--- src/rtl/sort_scheduler_pkg.sv ---
// Shared types for the sort scheduler: FSM state encoding and
// a helper that sizes channel-index fields (at least one bit wide).
package sort_scheduler_pkg;

    typedef enum logic [1:0] {
        IDLE,
        FWD,
        DRAIN,
        WAIT_OUT
    } state_t;

    function automatic int ch_idx_w(input int n);
        return (n > 1) ? $clog2(n) : 1;
    endfunction

endpackage

--- src/rtl/rr_arbiter.sv ---
// Combinational round-robin search: returns the first requesting index
// at or after ptr (with wrap). Ports: req, ptr -> grant_idx, grant_vld.
module rr_arbiter #(
    parameter int N = 4,
    parameter int W = 2
) (
    input  logic [N-1:0] req,
    input  logic [W-1:0] ptr,
    output logic [W-1:0] grant_idx,
    output logic         grant_vld
);

    logic [W:0]   sum;
    logic [W-1:0] k;

    // Scan from the far end back toward ptr so the last hit is the
    // closest one to ptr, which avoids needing an early loop exit.
    always_comb begin
        grant_idx = '0;
        grant_vld = 1'b0;
        sum       = '0;
        k         = '0;
        for (int i = N - 1; i >= 0; i--) begin
            sum = {1'b0, ptr} + (W + 1)'(i);
            if (sum >= (W + 1)'(N)) begin
                sum = sum - (W + 1)'(N);
            end
            k = sum[W-1:0];
            if (req[k]) begin
                grant_idx = k;
                grant_vld = 1'b1;
            end
        end
    end

endmodule

--- src/rtl/sort_scheduler.sv ---
// Shares one sorting engine between N_CH Avalon-ST channels, whole packet
// at a time, with round-robin grant, truncation and orphan-word draining.
// Ports: ch_snk_* (channel inputs), ch_src_* (sorted outputs to channels),
// eng_snk_*/eng_src_* (engine side), owner_o, busy_o, err_oversize_o,
// err_orphan_o. Clock clk_i, async active-high reset arst_i.
module sort_scheduler
    import sort_scheduler_pkg::*;
#(
    parameter int N_CH        = 4,
    parameter int DWIDTH      = 64,
    parameter int MAX_PKT_LEN = 128,
    localparam int CH_IDX_W   = ch_idx_w(N_CH)
) (
    input  logic                     clk_i,
    input  logic                     arst_i,
    input  logic [N_CH*DWIDTH-1:0]   ch_snk_data_i,
    input  logic [N_CH-1:0]          ch_snk_startofpacket_i,
    input  logic [N_CH-1:0]          ch_snk_endofpacket_i,
    input  logic [N_CH-1:0]          ch_snk_valid_i,
    output logic [N_CH-1:0]          ch_snk_ready_o,
    output logic [N_CH*DWIDTH-1:0]   ch_src_data_o,
    output logic [N_CH-1:0]          ch_src_startofpacket_o,
    output logic [N_CH-1:0]          ch_src_endofpacket_o,
    output logic [N_CH-1:0]          ch_src_valid_o,
    input  logic [N_CH-1:0]          ch_src_ready_i,
    output logic [DWIDTH-1:0]        eng_snk_data_o,
    output logic                     eng_snk_startofpacket_o,
    output logic                     eng_snk_endofpacket_o,
    output logic                     eng_snk_valid_o,
    input  logic                     eng_snk_ready_i,
    input  logic [DWIDTH-1:0]        eng_src_data_i,
    input  logic                     eng_src_startofpacket_i,
    input  logic                     eng_src_endofpacket_i,
    input  logic                     eng_src_valid_i,
    output logic                     eng_src_ready_o,
    output logic [CH_IDX_W-1:0]      owner_o,
    output logic                     busy_o,
    output logic                     err_oversize_o,
    output logic                     err_orphan_o
);

    localparam int CNT_W = $clog2(MAX_PKT_LEN + 1);
    localparam logic [CNT_W-1:0] LAST_CNT = CNT_W'(MAX_PKT_LEN - 1);

    state_t              state;
    logic [CH_IDX_W-1:0] owner;
    logic [CH_IDX_W-1:0] rr_ptr;
    logic [CH_IDX_W-1:0] next_ptr;
    logic [CNT_W-1:0]    word_cnt;
    logic                err_ov_q;
    logic                err_or_q;

    logic [N_CH-1:0]     req;
    logic [CH_IDX_W-1:0] gnt_idx;
    logic                gnt_vld;

    logic [DWIDTH-1:0]   own_data;
    logic                own_vld;
    logic                own_sop;
    logic                own_eop;
    logic                last_slot;
    logic                snk_xfer;
    logic                src_xfer;

    assign req = ch_snk_valid_i & ch_snk_startofpacket_i;

    rr_arbiter #(
        .N (N_CH),
        .W (CH_IDX_W)
    ) u_arb (
        .req       (req),
        .ptr       (rr_ptr),
        .grant_idx (gnt_idx),
        .grant_vld (gnt_vld)
    );

    assign own_data  = ch_snk_data_i[int'(owner)*DWIDTH +: DWIDTH];
    assign own_vld   = ch_snk_valid_i[owner];
    assign own_sop   = ch_snk_startofpacket_i[owner];
    assign own_eop   = ch_snk_endofpacket_i[owner];
    assign last_slot = (word_cnt == LAST_CNT);
    assign snk_xfer  = own_vld & eng_snk_ready_i;
    assign src_xfer  = eng_src_valid_i & eng_src_ready_o;
    assign next_ptr  = (int'(owner) == N_CH - 1) ? '0
                                                  : owner + CH_IDX_W'(1);

    assign ch_src_data_o  = {N_CH{eng_src_data_i}};
    assign eng_snk_data_o = own_data;
    assign owner_o        = owner;
    assign busy_o         = (state != IDLE);
    assign err_oversize_o = err_ov_q;
    assign err_orphan_o   = err_or_q;

    // Handshake outputs are forced low while reset is held so that
    // nothing is accepted or presented until the FSM is released.
    always_comb begin
        ch_snk_ready_o          = '0;
        eng_snk_valid_o         = 1'b0;
        eng_snk_startofpacket_o = 1'b0;
        eng_snk_endofpacket_o   = 1'b0;
        ch_src_valid_o          = '0;
        ch_src_startofpacket_o  = '0;
        ch_src_endofpacket_o    = '0;
        eng_src_ready_o         = 1'b0;
        if (!arst_i) begin
            unique case (state)
                IDLE: begin
                    // sop words wait for a grant; anything else is drained
                    ch_snk_ready_o = ~ch_snk_startofpacket_i;
                end
                FWD: begin
                    eng_snk_valid_o         = own_vld;
                    eng_snk_startofpacket_o = own_sop & (word_cnt == '0);
                    eng_snk_endofpacket_o   = own_eop | last_slot;
                    ch_snk_ready_o[owner]   = eng_snk_ready_i;
                end
                DRAIN: begin
                    ch_snk_ready_o[owner] = 1'b1;
                end
                WAIT_OUT: begin
                    ch_src_valid_o[owner]         = eng_src_valid_i;
                    ch_src_startofpacket_o[owner] = eng_src_startofpacket_i;
                    ch_src_endofpacket_o[owner]   = eng_src_endofpacket_i;
                    eng_src_ready_o               = ch_src_ready_i[owner];
                end
                default: ;
            endcase
        end
    end

    always_ff @(posedge clk_i or posedge arst_i) begin
        if (arst_i) begin
            state    <= IDLE;
            owner    <= '0;
            rr_ptr   <= '0;
            word_cnt <= '0;
            err_ov_q <= 1'b0;
            err_or_q <= 1'b0;
        end else begin
            err_ov_q <= 1'b0;
            err_or_q <= 1'b0;
            unique case (state)
                IDLE: begin
                    err_or_q <= |(ch_snk_valid_i & ~ch_snk_startofpacket_i);
                    word_cnt <= '0;
                    if (gnt_vld) begin
                        owner <= gnt_idx;
                        state <= FWD;
                    end
                end
                FWD: begin
                    if (snk_xfer) begin
                        word_cnt <= word_cnt + CNT_W'(1);
                        if (own_eop) begin
                            state <= WAIT_OUT;
                        end else if (last_slot) begin
                            err_ov_q <= 1'b1;
                            state    <= DRAIN;
                        end
                    end
                end
                DRAIN: begin
                    if (own_vld && own_eop) begin
                        state <= WAIT_OUT;
                    end
                end
                WAIT_OUT: begin
                    if (src_xfer && eng_src_endofpacket_i) begin
                        state    <= IDLE;
                        rr_ptr   <= next_ptr;
                        word_cnt <= '0;
                    end
                end
                default: state <= IDLE;
            endcase
        end
    end

endmodule
--- config.mk ---
export PLATFORM = sky130hd
export DESIGN_NAME = sort_scheduler
export DESIGN_NICKNAME = d
export VERILOG_FILES = /design/src/rtl/sort_scheduler_pkg.sv /design/src/rtl/rr_arbiter.sv /design/src/rtl/sort_scheduler.sv
export SDC_FILE = /design/constraint.sdc
export NUM_CORES = 1
export LEC_CHECK = 0
export BUFFER_PORTS_ARGS = -buffer_cell sky130_fd_sc_hd__buf_2
export CAP_MARGIN = 20
export CORE_AREA = 2 2 265 267
export CTS_BUF_LIST = sky130_fd_sc_hd__clkbuf_8 sky130_fd_sc_hd__clkbuf_16
export CTS_CLUSTER_SIZE = 28
export DETAILED_ROUTE_END_ITERATION = 10
export DIE_AREA = 0 0 267 269
export GPL_TIMING_DRIVEN = 0
export SLEW_MARGIN = 15
export SYNTH_ARGS = -nofsm -noshare
export SYNTH_HDL_FRONTEND = slang
export SYNTH_SLANG_ARGS = --single-unit
--- constraint.sdc ---
create_clock -name clk_i -period 2.59 [get_ports clk_i]
set_input_delay 0.518 -clock clk_i [delete_from_list [all_inputs] [get_ports clk_i]]
set_output_delay 0.518 -clock clk_i [all_outputs]
set_load 0.01 [all_outputs]
==> flow_metrics.env, run 1 <==
export IMPL_peakVddDrop_mv=0.347
export IMPL_critPathRequiredTime_ns=2.07
export IMPL_intPower_mw=2.75
export IMPL_grt_start_max_net_pins=18
export IMPL_track_usage_pct=9.64
export IMPL_synth_seq_cells=16
export IMPL_placed_cells=2065
export IMPL_cts_sinks=16
export IMPL_dp_hpwl_mm=35.2
export IMPL_gp_congestion=0.814
export IMPL_synth_top_cell_area_share_pct=39.6
export IMPL_first_global_vias=5517
export IMPL_max_stage_delay_ns=0.53
export IMPL_switching_share_pct=52.5
export IMPL_area_growth_pct=94.3
export IMPL_wl_mm=39.0
export IMPL_grt_overflow_total=0
export IMPL_rsz0062_at_grt="false"
export IMPL_ant_nets=0
export IMPL_p_comb_share_pct=87.1
export IMPL_synth_nets=856
export IMPL_synthDistinctLibCells=45
export IMPL_pwr_share_seq_pct=6.9
export IMPL_drc=0
export IMPL_outcome="completed"
export IMPL_critical_path_arrival_ns=1.97
export IMPL_post_route_min_period_ns=2.49
export IMPL_htree_levels=1
export IMPL_power_density_nw_per_um2=614
export IMPL_fp_dieW_um=267
export IMPL_antenna_found_initial=10
export IMPL_cts_buffer_depth=2
export IMPL_ios=687
export IMPL_path_cells="buf_12 -> buf_8 -> buf_8 -> mux4_2 -> buf_2"
export IMPL_drv_slew=0
export IMPL_fill_cells=7916
export IMPL_p_leak_nw=4.90
export IMPL_io_buffer_count=622
export IMPL_core_area_um2=69300
export IMPL_worstSetupStartpointType="flop"
export IMPL_synth_edf_count=0
export IMPL_netlist_instances=503
export IMPL_multiInputGateArea_um2=2430
export IMPL_synth_largest_area_cell="buf_4"
export IMPL_vias_per_cell=3.00
export IMPL_worst_slew_pin_slew_ns=0.674
export IMPL_rows=97
export IMPL_synth_seq_area_share_pct=8.25
export IMPL_synth_async_sr_flop_share_pct=100
export IMPL_critical_path_class="flop to primary output"
export IMPL_ff_latch_area_um2=403
export IMPL_layout_drive_gt1_share_pct=86.9
export IMPL_vias=6223
export IMPL_hold_viol=0
export IMPL_nets=1484
export IMPL_netlist_area_um2=4850
export IMPL_routedWlPerCell_um=18.8
export IMPL_first_pass_iters=4
export IMPL_path_max_fanout=10
export IMPL_clockPowerShare_pct=6.1
export IMPL_first_iter_violations=299
export IMPL_finClkSkew_ns=0.00327
export IMPL_dieArea_um2=71800
export IMPL_cts_tree="done"
export IMPL_hold_buffers=0
export IMPL_grt_pass1_wl_mm=46.2
export IMPL_cts_root_buffer="clkbuf_16"
export IMPL_die_h_um=269
export IMPL_finalSetupViolCount=0
export IMPL_cp_end_kind="primary output"
export IMPL_stdcell_count=2075
export IMPL_postSynthAreaPerCell_um2=9.65
export IMPL_clock_latency_ns=0.26
export IMPL_tns_ns=0
export IMPL_crit_top_cell="buf_8"
export IMPL_yosys_warnings=0
export IMPL_numCtsBuffers=3
export IMPL_p_switching_mw=3.04
export IMPL_post_route_period_util_pct=96.0
export IMPL_drv_cap=0
export IMPL_hold_class="input pin to async pin"
export IMPL_yosys_top_cells_area="buf_4 40%, mux4_2 31%, dfrtp_1 8.2%, ha_1 2.8%, and3_1 1.8%"
export IMPL_path_clk_slew_ns=0.06
export IMPL_start_util_pct=7.00
export IMPL_fmax_mhz=402
export IMPL_maxSlewHeadroom_pct=55.0
export IMPL_synth_ff_type="dfrtp_1"
export IMPL_cpMaxStageDelayCell="mux4_2"
power groups by stage:
stage,Combinational (mW),Sequential (mW),Clock (mW)
detailed placement,4.87,0.413,0
global route,5.43,0.410,0.364
floorplan,2.52,0.391,0
finish,5.04,0.398,0.351
CTS,5.08,0.407,0.353
global placement,4.88,0.413,0
state kept, by name, summed over array words and instances (netlist names):
signal,flops
err_oversize_o,1
rr_ptr,2
owner_o,2
word_cnt,8
state,2
err_orphan_o,1
critical path, delay by kind of cell, from the launching register on:
| kind | cells | cell delay, ns |
|---|---|---|
| multiplexers | 1 | 0.53 |
| buffers and inverters | 4 | 0.77 |
| flip-flops | 1 | 0.39 |
metrics by stage:
step / util [%] / cell area (µm²) / hold WS (ns) / total power [mW] / setup WS, ns
CTS: 13.5 / 9360 / 0.475 / 5.84 / -0.00454
detailed placement: 13.2 / 9140 / 0.566 / 5.28 / -0.924
floorplan: - / 4850 / 0.440 / 2.92 / 0.215
global placement: 13.2 / 9140 / 0.558 / 5.29 / -1.47
global route: 13.6 / 9430 / 0.502 / 6.20 / 0.00221
finish: 13.6 / 9430 / 0.428 / 5.79 / 0.103
routing by layer:
metal,wire [µm],GRT usage (%)
met5,27,0
met4,977,2.79
met3,4560,4.20
met2,17700,15.6
met1,15700,11.5
path summary, 6_finish.rpt:
kind / slack, ns / from / endpoint / depth (start not counted)
max: 0.10 / owner_o[0] / eng_snk_data_o[57] / 5
min: 0.43 / arst_i / state[0] / 2
max reg2reg: 0.22 / state[0] / word_cnt[7] / 7
min reg2reg: 0.58 / rr_ptr[0] / rr_ptr[0] / 1
max in group asynchronous: 1.69 / arst_i / owner_o[1] / 2
min in group clk_i: 0.56 / eng_snk_ready_i / err_oversize_o / 3
cell usage after synthesis (2+ instances only):
master	n
a22oi_1	3
a2bb2oi_1	2
a31oi_1	3
and3_1	14
buf_1	3
buf_2	7
buf_4	256
clkbuf_1	10
dfrtp_1	16
ha_1	11
inv_1	13
mux2_2	3
mux2i_1	4
mux4_2	66
nand2_1	15
nand2b_1	6
nand3_1	5
nand3b_1	5
nand4_1	2
nor2_1	7
nor2b_1	4
nor3_1	5
nor4_1	2
o211ai_1	2
o21ai_0	16
o31ai_1	3
or3b_1	2
layout make-up:
class	count	share of cell area, %
Timing Repair Buffer	624	33.2
Clock buffer	4	0.942
Tap cell	940	12.5
Sequential cell	16	4.27
Buffer	276	22.6
Inverter	13	0.517
Antenna cell	5	0.133
Multi-Input combinational cell	197	25.8
what timing repair did:
action	in CTS	in global routing
setup buffers	1	1
pin swaps	0	0
endpoints found under the setup margin	93	30
resized for setup	39	14
logic make-up (layout without fill, tap and decap cells):
group                    after synthesis  in the layout  share of synthesized area (%)
AND/OR/NAND/NOR                       70             70                           7.97
flip-flops                            16             16                           8.25
buffers and inverters                290            917                           42.6
adder cells (fa/ha/maj)               11             11                           2.84
AO/OA/AOI/OAI                         42             42                           6.01
other                                  0              5                              0
multiplexers                          74             74                           32.4
cell usage in the layout, fill, tap and decap left out, drive strengths merged, types with 3 or more instances in the layout:
cell and n:
nor2b 4, ha 11, a22oi 3, dfrtp 16, and3 14, nand2b 6, nand2 15, mux2 4
clkbuf 16, nor2 7, inv 13, nand3 5, mux2i 4, o31ai 3, nand3b 5, nor3 5
diode 5, buf 888, a31oi 4, mux4 66, o21ai 16
(Power assumes the default switching activity.)
==> inputs of run 2 (changes only) <==
- PLACE_DENSITY: unset -> 0.31
- clock period: 2.59 -> 3.2 ns (I/O delays scaled with it)
==> run 2 against run 1 <==
  * Flip-flop and latch count stayed put
  * Worst setup slack improved by 0.036 ns
  * Non-clock buffer count shrank 3
  * Die area unchanged
  * Largest power group unchanged
  * Highest routed layer unchanged
==> flow_metrics.env, run 2 (same netlist as run 1, synthesis figures left out) <==
export IMPL_drv_cap=0
export IMPL_hold_viol=0
export IMPL_ff2ff_setup_slack_ns=0.44
export IMPL_worstReg2RegEnd="word_cnt[7]"
export IMPL_fill_cells=8029
export IMPL_power_density_nw_per_um2=457
export IMPL_routedWlPerCell_um=16.0
export IMPL_wl_mm=33.1
export IMPL_ant_nets=0
export IMPL_vias_per_cell=2.92
export IMPL_crit_top_cell="buf_4"
export IMPL_first_global_vias=5734
export IMPL_switching_share_pct=50.6
export IMPL_nets=1481
export IMPL_dp_slack_ns=-0.577
export IMPL_maxSlewHeadroom_pct=44.2
export IMPL_io_buffer_count=622
export IMPL_critPathCapture="ch_snk_ready_o[2]"
export IMPL_cts_tree="done"
export IMPL_worst_slew_pin_slew_ns=0.837
export IMPL_p_comb_share_pct=85.3
export IMPL_dp_hpwl_mm=30.3
export IMPL_ios=687
export IMPL_first_pass_iters=4
export IMPL_mostFrequentLayoutCells="625 x buf_2, 260 x buf_4, 66 x mux4_2"
export IMPL_cts_root_buffer="clkbuf_16"
export IMPL_antenna_found_initial=11
export IMPL_post_route_min_period_ns=3.06
export IMPL_r2r_start="owner_o[0]"
export IMPL_cts_setup_buffers=0
export IMPL_drv_slew=0
export IMPL_post_route_period_util_pct=95.6
export IMPL_pwr_share_seq_pct=8.1
export IMPL_intPower_mw=2.10
export IMPL_clock_latency_ns=0.25
export IMPL_placed_area_um2=9140
export IMPL_layout_drive_gt1_share_pct=85.9
export IMPL_stdcell_count=2071
export IMPL_critPathRequiredTime_ns=2.56
export IMPL_path_max_fanout=10
export IMPL_grt_start_max_net_pins=18
export IMPL_path_clk_slew_ns=0.06
export IMPL_track_usage_pct=8.04
export IMPL_rows=97
export IMPL_layout_commonest_cell="buf_2"
export IMPL_critical_path_arrival_ns=2.42
export IMPL_outcome="completed"
export IMPL_largest_reg_flops=8
export IMPL_critPathLaunch="owner_o[0]"
export IMPL_critical_path_class="flop to primary output"
export IMPL_regMostFlops="word_cnt"
export IMPL_cpMaxStageDelayCell="dfrtp_2"
export IMPL_worstSetupStartpointType="flop"
export IMPL_placed_cells=2065
export IMPL_worst_slack_ns=0.139
export IMPL_p_total_mw=4.24
export IMPL_clockPowerShare_pct=6.6
export IMPL_cts_buffer_depth=2
export IMPL_cp_end_kind="primary output"
export IMPL_dieArea_um2=71800
export IMPL_p_switching_mw=2.15
export IMPL_fp_dieW_um=267
export IMPL_vias=6043
export IMPL_finClkSkew_ns=0.00182
export IMPL_drc=0
export IMPL_fin_util_pct=13.4
export IMPL_p_leak_nw=4.85
export IMPL_rsz0062_at_grt="false"
export IMPL_grt_pass1_wl_mm=41.0
export IMPL_die_h_um=269
export IMPL_finalSetupViolCount=0
export IMPL_hold_class="flop to flop"
export IMPL_numCtsBuffers=3
export IMPL_first_iter_violations=192
export IMPL_grt_overflow_total=0
export IMPL_finalInstanceArea_um2=9280
export IMPL_path_cells="buf_4 -> buf_4 -> inv_1 -> ha_1 -> a2bb2oi_1 -> nor3_1 -> buf_2"
export IMPL_cts_sinks=16
export IMPL_core_area_um2=69300
export IMPL_fmax_mhz=327
export IMPL_peakVddDrop_mv=0.251
export IMPL_hold_buffers=0
export IMPL_area_growth_pct=91.3
export IMPL_ff2ff_path_depth=7
export IMPL_max_stage_delay_ns=0.52
export IMPL_htree_levels=1
export IMPL_gp_congestion=0.806
export IMPL_start_util_pct=7.00
## run 2: what timing repair did
action	in CTS	in global routing
resized for setup	18	3
setup endpoints to repair	72	10
pin swaps	0	0
## run 2: layout make-up
class,instances,area [µm²],share of cell area (%)
diodes,4,10.0,0.108
plain buffers,275,2040,22.0
clock buffers,4,88.8,0.957
inverters,13,48.8,0.526
multi-input cells,197,2400,25.9
flip-flops and latches,16,402,4.33
well taps,940,1180,12.7
repair buffers,622,3110,33.5
## run 2: layer usage
metal / up-vias / wire, µm / track usage (%)
met4: 8 / 1300 / 3.33
met5: - / 45 / 0
met3: 38 / 2540 / 1.65
met2: 350 / 16200 / 13.9
li1: 2805 / - / -
met1: 2842 / 12900 / 9.64
## run 2: worst min-delay path by stage
stage                              to  cells past startpoint  slack [ns]         from
after global routing      word_cnt[7]                      1        0.60  word_cnt[7]
after floorplan           word_cnt[7]                      1        0.51  word_cnt[7]
final                     word_cnt[7]                      1        0.56  word_cnt[7]
after global placement    word_cnt[7]                      1        0.55  word_cnt[7]
after CTS                 word_cnt[7]                      1        0.56  word_cnt[7]
after detailed placement  word_cnt[7]                      1        0.55  word_cnt[7]
## run 2: stage by stage
step                      setup TNS, ns  hold WS [ns]
after detailed placement          -9.67         0.547
final                                 0         0.559
after floorplan                       0         0.512
after global placement            -8.26         0.546
after global routing                  0         0.603
after CTS                             0         0.563
## run 2: power by group through the flow
stage | Combinational [mW] | Sequential [mW] | Clock [mW]
final | 3.62 | 0.343 | 0.279
after global routing | 3.92 | 0.354 | 0.305
after CTS | 3.76 | 0.344 | 0.292
after detailed placement | 3.70 | 0.346 | 0
after global placement | 3.70 | 0.346 | 0
after floorplan | 2.04 | 0.317 | 0
## run 2: critical path, delay by kind of cell, from the launching register on
kind	cells	cell delay, ns
buffers and inverters	4	0.82
AND/OR/NAND/NOR	1	0.43
flip-flops	1	0.52
adder cells (fa/ha/maj)	1	0.28
AO/OA/AOI/OAI	1	0.11
==> inputs of run 3 (changes only) <==
- MAX_ROUTING_LAYER: unset -> met4
==> run 3 against run 2 <==
  * Worst setup slack got worse by 0.0099 ns
  * Sequential share of layout area barely moved
  * Critical path depth stayed put
  * Utilization barely moved
  * Fmax decreased by 0.32%
  * Flip-flop and latch count unchanged
  * Clock-buffer cell count unchanged
  * Critical endpoint unchanged
==> flow_metrics.env, run 3 (same netlist as run 1, synthesis figures left out) <==
export IMPL_grt_busiest_layer="met2"
export IMPL_stdcell_count=2075
export IMPL_ff2ff_setup_slack_ns=0.47
export IMPL_fp_dieW_um=267
export IMPL_worst_slew_pin_slew_ns=0.817
export IMPL_post_route_min_period_ns=3.07
export IMPL_layout_commonest_cell="buf_2"
export IMPL_hold_class="flop to flop"
export IMPL_p_total_mw=4.24
export IMPL_wl_mm=33.0
export IMPL_fin_util_pct=13.4
export IMPL_routedWlPerCell_um=15.9
export IMPL_rsz0062_at_grt="false"
export IMPL_hold_slack_ns=0.560
export IMPL_peakVddDrop_mv=0.252
export IMPL_area_growth_pct=91.5
export IMPL_nets=1481
export IMPL_critical_path_arrival_ns=2.43
export IMPL_grt_start_max_net_pins=18
export IMPL_grt_pass1_wl_mm=41.0
export IMPL_p_leak_nw=4.85
export IMPL_regMostFlops="word_cnt"
export IMPL_hold_viol=0
export IMPL_path_clk_slew_ns=0.06
export IMPL_dp_hpwl_mm=30.3
export IMPL_tns_ns=0
export IMPL_first_iter_violations=182
export IMPL_placed_cells=2065
export IMPL_ios=687
export IMPL_drv_slew=0
export IMPL_core_area_um2=69300
export IMPL_ant_nets=0
export IMPL_finClkSkew_ns=0.00161
export IMPL_layout_drive_gt1_share_pct=85.9
export IMPL_maxSlewHeadroom_pct=45.5
export IMPL_vias_per_cell=2.93
export IMPL_cp_end_kind="primary output"
export IMPL_grtUsageMet3_pct=1.58
export IMPL_mostFrequentLayoutCells="625 x buf_2, 260 x buf_4, 66 x mux4_2"
export IMPL_grtUsageMet2_pct=13.9
export IMPL_cts_buffer_depth=2
export IMPL_first_global_vias=5726
export IMPL_numCtsBuffers=3
export IMPL_rows=97
export IMPL_antenna_found_initial=11
export IMPL_worstSetupStartpointType="flop"
export IMPL_gp_congestion=0.818
export IMPL_path_max_fanout=10
export IMPL_critical_path_class="flop to primary output"
export IMPL_finalSetupViolCount=0
export IMPL_track_usage_pct=8.28
export IMPL_largest_reg_flops=8
export IMPL_cts_root_buffer="clkbuf_16"
export IMPL_htree_levels=1
export IMPL_start_util_pct=7.00
export IMPL_grt_overflow_total=0
export IMPL_clock_latency_ns=0.25
export IMPL_critPathRequiredTime_ns=2.56
export IMPL_cts_setup_buffers=0
export IMPL_post_route_period_util_pct=96.0
export IMPL_power_density_nw_per_um2=456
export IMPL_drv_cap=0
export IMPL_gr_usage_met1_pct=9.69
export IMPL_io_buffer_count=622
export IMPL_cts_sinks=16
export IMPL_die_h_um=269
export IMPL_first_pass_iters=4
export IMPL_drc=0
export IMPL_outcome="completed"
export IMPL_hold_buffers=0
export IMPL_dieArea_um2=71800
export IMPL_vias=6075
export IMPL_fmax_mhz=326
export IMPL_cts_tree="done"
## run 3: layer usage
metal  up-vias  part of all wire, %
li1       2810                    -
met1      2870                   40
met2       361                   49
met3        34                  7.2
met4         0                  4.3
met5         -                    0
## run 3: path summary, 6_finish.rpt
| check | depth (start not counted) | end | start |
|---|---|---|---|
| max reg2reg | 7 | word_cnt[7] | owner_o[0] |
| min | 1 | word_cnt[7] | word_cnt[7] |
| min in group asynchronous | 2 | err_oversize_o | arst_i |
| max | 7 | ch_snk_ready_o[2] | owner_o[0] |
| max in group asynchronous | 2 | owner_o[0] | arst_i |
| min reg2reg | 1 | word_cnt[7] | word_cnt[7] |
## run 3: cell type report
| class | count | area, µm² |
|---|---|---|
| fill | 8025 | 60000 |
| timing repair buffer | 622 | 3110 |
| multi-input combinational | 197 | 2400 |
| buffer | 275 | 2040 |
| tap | 940 | 1180 |
| sequential | 16 | 402 |
| clock buffer | 4 | 88.8 |
| inverter | 13 | 48.8 |
| antenna | 8 | 20.0 |
## run 3: worst max-delay path, cell delays in order, from the launching register on
cell	delay, ns
dfrtp_2	0.51
buf_4	0.25
buf_4	0.22
inv_1	0.10
ha_1	0.28
a2bb2oi_1	0.11
nor3_1	0.45
buf_2	0.25
## run 3: what timing repair did
item                       4_1_cts  5_1_grt
gates resized for setup         18        3
pin swaps                        0        0
setup endpoints to repair       72       10
## run 3: metrics by stage
stage | setup slack (ns) | cell area, µm²
5_1_grt | 0.00770 | 9290
4_1_cts | 0.00540 | 9280
3_3_place_gp | -0.538 | 9140
2_1_floorplan | 0.703 | 4850
3_5_place_dp | -0.577 | 9140
6_report | 0.130 | 9290
## run 3: report_power, final
part	switching (mW)	leakage (nW)	internal, mW
Combinational	1.97	4.59	1.65
Sequential	0.0823	0.209	0.259
Clock	0.0903	0.0442	0.190
